$ cat src/rtl/stack_pkg.sv
// Shared types for the stack issue controller: default capacity,
// controller FSM states and the per-slot decoded stack op.
package stack_pkg;

  localparam int STACK_DEPTH = 1024;

  typedef enum logic {
    RUN   = 1'b0,
    SPLIT = 1'b1
  } state_t;

  typedef struct packed {
    logic push;
    logic pop;
    logic vld;
  } slot_op_t;

endpackage

$ cat src/rtl/stack_slot_chk.sv
// Per-slot legality and boundary check. Takes the occupancy seen by this
// slot and returns what it may issue, any error it raises, and the
// occupancy the next slot should see.
module stack_slot_chk import stack_pkg::*; #(
  parameter int DEPTH = STACK_DEPTH,
  parameter int CW    = $clog2(DEPTH) + 1
) (
  input  slot_op_t        op,
  input  logic            en,
  input  logic [CW-1:0]   depth_in,
  output logic            do_push,
  output logic            do_pop,
  output logic            ovf,
  output logic            unf,
  output logic            illegal,
  output logic [CW-1:0]   depth_out
);

  localparam logic [CW-1:0] DMAX = CW'(DEPTH);

  // push/pop together is illegal; boundary ops are suppressed and flagged
  always_comb begin
    do_push   = 1'b0;
    do_pop    = 1'b0;
    ovf       = 1'b0;
    unf       = 1'b0;
    illegal   = 1'b0;
    depth_out = depth_in;
    if (en && op.vld) begin
      if (op.push && op.pop) begin
        illegal = 1'b1;
      end else if (op.push) begin
        if (depth_in == DMAX) ovf = 1'b1;
        else begin
          do_push   = 1'b1;
          depth_out = depth_in + CW'(1);
        end
      end else if (op.pop) begin
        if (depth_in == '0) unf = 1'b1;
        else begin
          do_pop    = 1'b1;
          depth_out = depth_in - CW'(1);
        end
      end
    end
  end

endmodule

$ cat src/rtl/stack_issue_ctrl.sv
// Dual-slot stack op issue controller. Tracks a shadow occupancy, issues
// registered EX strobes one cycle after ID, splits a same-direction pair
// across two cycles when only one entry of room remains.
// Optional: STACK_ERR_TRAP_EN -- any sticky error blocks further issue
// (and holds ID while stack ops are requested) until err_clr.
module stack_issue_ctrl import stack_pkg::*; #(
  parameter int DEPTH = STACK_DEPTH,
  parameter int CW    = $clog2(DEPTH) + 1
) (
  input  logic          clk,
  input  logic          rst,
  input  logic          vld0_ID,
  input  logic          vld1_ID,
  input  logic          push0_ID,
  input  logic          pop0_ID,
  input  logic          push1_ID,
  input  logic          pop1_ID,
  input  logic          stall_ext,
  input  logic          flush,
  input  logic          err_clr,
  output logic          push0,
  output logic          pop0,
  output logic          push1,
  output logic          pop1,
  output logic          stall_ID,
  output logic [CW-1:0] depth,
  output logic          ovf,
  output logic          unf,
  output logic          illegal
);

  localparam logic [CW-1:0] DM1 = CW'(DEPTH - 1);

  state_t              state;
  slot_op_t [1:0]      op;
  logic [1:0]          act, en, keep;
  logic [1:0]          s_push, s_pop, s_ovf, s_unf, s_ill;
  logic [2:0][CW-1:0]  dchain;
  logic [CW-1:0]       depth_nxt;
  logic                go, split, trap, flags_hold;

  assign op[0] = '{push: push0_ID, pop: pop0_ID, vld: vld0_ID};
  assign op[1] = '{push: push1_ID, pop: pop1_ID, vld: vld1_ID};

`ifdef STACK_ERR_TRAP_EN
  logic ill_seen;
  logic req_any;
  assign trap    = ovf | unf | ill_seen;
  assign req_any = (vld0_ID & (push0_ID | pop0_ID)) | (vld1_ID & (push1_ID | pop1_ID));
  assign stall_ID = ~rst & (split | (trap & req_any));

  // illegal is only a pulse, so remember it until software clears it
  always_ff @(posedge clk) begin
    if (rst) ill_seen <= 1'b0;
    else if (!flags_hold) ill_seen <= (ill_seen & ~err_clr) | (|(s_ill & keep));
  end
`else
  assign trap     = 1'b0;
  assign stall_ID = ~rst & split;
`endif

  // flush wins over stall_ext; neither lets anything issue
  assign go         = ~rst & ~flush & ~stall_ext & ~trap;
  assign flags_hold = stall_ext & ~flush;

  // in SPLIT slot 0 already went out; only slot 1 is re-evaluated
  assign en[0] = go & (state == RUN);
  assign en[1] = go;

  // slot 1 checks against depth after slot 0's effect
  assign dchain[0] = depth;

  for (genvar k = 0; k < 2; k++) begin : g_slot
    assign act[k] = op[k].vld & (op[k].push ^ op[k].pop);
    stack_slot_chk #(.DEPTH(DEPTH), .CW(CW)) u_chk (
      .op        (op[k]),
      .en        (en[k]),
      .depth_in  (dchain[k]),
      .do_push   (s_push[k]),
      .do_pop    (s_pop[k]),
      .ovf       (s_ovf[k]),
      .unf       (s_unf[k]),
      .illegal   (s_ill[k]),
      .depth_out (dchain[k+1])
    );
  end

  // legal same-direction pair with one entry of room: hold slot 1 a cycle
  assign split = en[0] & act[0] & act[1] &
                 ((op[0].push & op[1].push & (depth == DM1)) |
                  (op[0].pop  & op[1].pop  & (depth == CW'(1))));
  assign keep      = {~split, 1'b1};
  assign depth_nxt = split ? dchain[1] : dchain[2];

  // FSM, occupancy, sticky flags and registered EX strobes
  always_ff @(posedge clk) begin
    if (rst) begin
      state   <= RUN;
      depth   <= '0;
      ovf     <= 1'b0;
      unf     <= 1'b0;
      illegal <= 1'b0;
      push0   <= 1'b0;
      pop0    <= 1'b0;
      push1   <= 1'b0;
      pop1    <= 1'b0;
    end else begin
      push0   <= s_push[0];
      pop0    <= s_pop[0];
      push1   <= s_push[1] & keep[1];
      pop1    <= s_pop[1]  & keep[1];
      illegal <= |(s_ill & keep);
      depth   <= depth_nxt;
      if (flush)           state <= RUN;
      else if (!stall_ext) state <= split ? SPLIT : RUN;
      if (!flags_hold) begin
        ovf <= (ovf & ~err_clr) | (|(s_ovf & keep));
        unf <= (unf & ~err_clr) | (|(s_unf & keep));
      end
    end
  end

endmodule
$ cat config.mk
export PLATFORM = sky130hd
export DESIGN_NAME = stack_issue_ctrl
export DESIGN_NICKNAME = d
export VERILOG_FILES = /design/src/rtl/stack_pkg.sv /design/src/rtl/stack_slot_chk.sv /design/src/rtl/stack_issue_ctrl.sv
export SDC_FILE = /design/constraint.sdc
export NUM_CORES = 1
export LEC_CHECK = 0
export BUFFER_PORTS_ARGS = -buffer_cell sky130_fd_sc_hd__buf_2
export CELL_PAD_IN_SITES_DETAIL_PLACEMENT = 1
export CELL_PAD_IN_SITES_GLOBAL_PLACEMENT = 2
export CORE_MARGIN = 2
export CORE_UTILIZATION = 34
export DETAILED_ROUTE_END_ITERATION = 8
export PLACE_DENSITY = 0.8
export SYNTH_ARGS = -nofsm -noshare
export SYNTH_HDL_FRONTEND = slang
export SYNTH_SLANG_ARGS = --single-unit
export TNS_END_PERCENT = 10
$ cat constraint.sdc
create_clock -name clk -period 5 [get_ports clk]
set_clock_uncertainty 0.2 [all_clocks]
set_input_delay 0.75 -clock clk [delete_from_list [all_inputs] [get_ports clk]]
set_output_delay 0.75 -clock clk [all_outputs]
set_load 0.005 [all_outputs]
==> results.toml <==
[outcome]
status = "complete, no violations"

[global_routing]
grt_max_degree = 22
grt_pass1_wl_mm = 12.22
grt_util_all_layers = 0.2156
overflow = 0
grt_pass1_vias = 2225
grt_antenna_before_repair = 0

[routing]
wl_per_cell_microns = 20.46
ant_nets = 0
wl_mm = 7.509
drtIter0Drc = 153
vias = 2293
drc_errors = 0
viasPerCell = 6.248
firstDrtPassIters = 4

[timing]
slew_violations = 0
slew_headroom = 0.4728
tns_ns = 0
layout_min_cycle_time_ns = 4.318
hold_viol = 0
finalCritPeriodShare = 0.8635
holdWs_ns = 0.3467
grt_setup_unrepaired = "false"
finalSetupViolations = 0
tightest_slew_ns = 0.7908
fmax_ghz = 0.2316

[cells_and_area]
drive_gt1_frac = 0.2089
area_growth_syn_to_layout_pct = 10.64
antenna_cells = 0
fin_nets = 313
instances_no_fill = 367
layout.cells.most_common = "buf_2"
fill_cells = 772
stdcell_area_sq_um = 2367
most-common-layout-cells = "29 x buf_2, 23 x nor2_1, 19 x dfxtp_1"

[power]
leakage_nw = 0.9143
switching_power_mw = 0.3116
power_density_nw_per_um2 = 279.8
p_comb_frac = 0.510
p_int_mw = 0.3509
clkPwrFrac = 0.178
netSwitchingFraction = 0.4703
power_frac_seq = 0.312
vdd_drop_max_v = 0.0001363
power_mw = 0.6624

[placed_design]
dp_cells = 363
gp_congestion = 0.8484
hpwl_mm = 5.946
place_area_sq_um = 2318
numPortBuffers = 29

[floorplanning]
rows = 28
core_sq_um = 5991
dieHeight_microns = 83.33
io_pins = 30
fp.dieW_microns = 83.33
initial_core_util = 0.3571
die_area_sq_um = 6943

[logic_synthesis]
synth.ff_latch_count = 19
synthDistinctLibCells = 76
ys_warn_count = 0
syn_avg_cell_area_sq_um = 7.809
netlist_area_sq_um = 2140
synth_nets = 294
syn_inst = 274
synthFlopType = "dfxtp_1"
synth_seq_area_share = 0.1778
synthArstFlopShare = 0
synth_edf_count = 0

[critical_path]
cp.arrival_ns = 4.29
required_ns = 4.97
crit_fanout = 21
cp-start-kind = "primary input"
critical_path_class = "in -> reg"
crit_path_end_kind = "flip-flop"
reg2reg_slack_ns = 0.97

[clocking]
cts_hold_buffers = 0
insertion_delay_ns = 0.27
cts_resized = 0
htree_levels = 1
cts_tree = "done"
cts_root_buffer = "clkbuf_8"
cts_made_buffers = 3
clockBufferDepth = 2
clk_pin_slew_ns = 0.09
cts.sinks = 19
cts_setup_buffers = 0

[flow_run]
drv_cap = 0

[worst_hold_path]
hp-class = "reg -> reg"
[power groups by stage]
stage | combinational [mW] | clock (mW) | sequential, mW
CTS | 0.337 | 0.122 | 0.206
global route | 0.372 | 0.128 | 0.210
global placement | 0.332 | 0 | 0.209
detailed placement | 0.336 | 0 | 0.210
floorplan | 0.273 | 0 | 0.179
finish | 0.338 | 0.118 | 0.206
[worst max-delay path, stage by stage]
cell	delay, ns
buf_2	0.22
ha_1	0.30
or4b_4	0.54
or4_4	0.54
o31ai_4	0.10
xor2_2	0.14
nor4_2	0.58
a41oi_2	0.33
and2_1	0.26
a22oi_1	0.18
mux2_1	0.34
[per-layer routing]
metal	GRT usage	part of all wire	vias to the layer above
li1	-	-	1096
met1	0.2981	0.46	1122
met2	0.3600	0.48	67
met3	0.02286	0.045	8
met4	0.04918	0.016	0
met5	0	0	-
[worst paths after layout]
check,start,to,cells after the start
worst max register to register,depth[0]$_SDFF_PP0_,depth[3]$_SDFF_PP0_,11
worst min-delay path,state$_SDFFE_PP0N_,state$_SDFFE_PP0N_,2
worst max-delay path,push0_ID,depth[3]$_SDFF_PP0_,11
worst min register to register,state$_SDFFE_PP0N_,state$_SDFFE_PP0N_,2
[kinds of logic (layout without fill, tap and decap cells)]
| logic type | count (synthesis) | after routing | synth area share |
|---|---|---|---|
| XOR/XNOR | 8 | 8 | 0.03626 |
| AND/OR/NAND/NOR | 136 | 136 | 0.4006 |
| flip-flops | 19 | 19 | 0.1778 |
| adder cells (fa/ha/maj) | 9 | 9 | 0.05263 |
| AO/OA/AOI/OAI | 69 | 69 | 0.2567 |
| multiplexers | 4 | 4 | 0.01988 |
| buffers and inverters | 29 | 47 | 0.05614 |
[metrics by stage]
stage	util	setup slack, ns
2_1_floorplan	-	1.044
3_3_place_gp	0.3870	0.5376
3_5_place_dp	0.3870	0.4285
4_1_cts	0.3952	0.7004
5_1_grt	0.3952	0.4814
6_report	0.3952	0.6824
[registers in the layout, summed over array words and instances, names as in the netlist]
name and cells:
push0 1, ovf 1, push1 1, depth 11
illegal 1, state 1, pop1 1, pop0 1
unf 1
[final cells by class]
class,count,area [sq um],area share
clock buffers,3,41.29,0.01744
repair buffers,31,160.2,0.06765
multi-input cells,226,1639,0.6924
flip-flops and latches,19,380.4,0.1607
well taps,75,93.84,0.03964
clock inverters,1,7.507,0.003171
inverters,12,45.04,0.01903
[synth_stat cells (2+ instances only)]
library cell	instances	area, sq um
o32ai_1	3	26.28
o21a_1	3	22.52
clkbuf_1	9	33.78
nand3_1	17	85.08
nor2_1	23	86.33
or4b_4	3	41.29
nand4_1	10	62.56
or2_2	3	18.77
nor4b_4	2	47.55
o31ai_1	3	22.52
o21ai_1	4	20.02
o211ai_1	3	22.52
o21ai_0	7	35.03
and3_1	8	50.05
o221ai_1	2	17.52
a21o_1	3	22.52
nor3_1	12	60.06
or3_1	6	37.54
a211o_1	2	17.52
nand4b_1	3	26.28
nand2b_1	2	12.51
a21oi_1	8	40.04
inv_1	12	45.04
ha_1	9	112.6
xor2_1	2	17.52
xnor2_1	5	43.79
a22oi_1	4	30.03
nand2_1	17	63.81
buf_2	6	30.03
and2_1	4	25.02
a41oi_1	2	17.52
nor4b_2	2	30.03
nor4_1	7	43.79
or4_4	2	22.52
dfxtp_1	19	380.4
and4_1	2	17.52
nand3_2	2	20.02
mux2i_1	2	20.02
nor2b_1	2	12.51
a31oi_1	3	18.77
No activity file was read; power rests on OpenSTA's default activity.
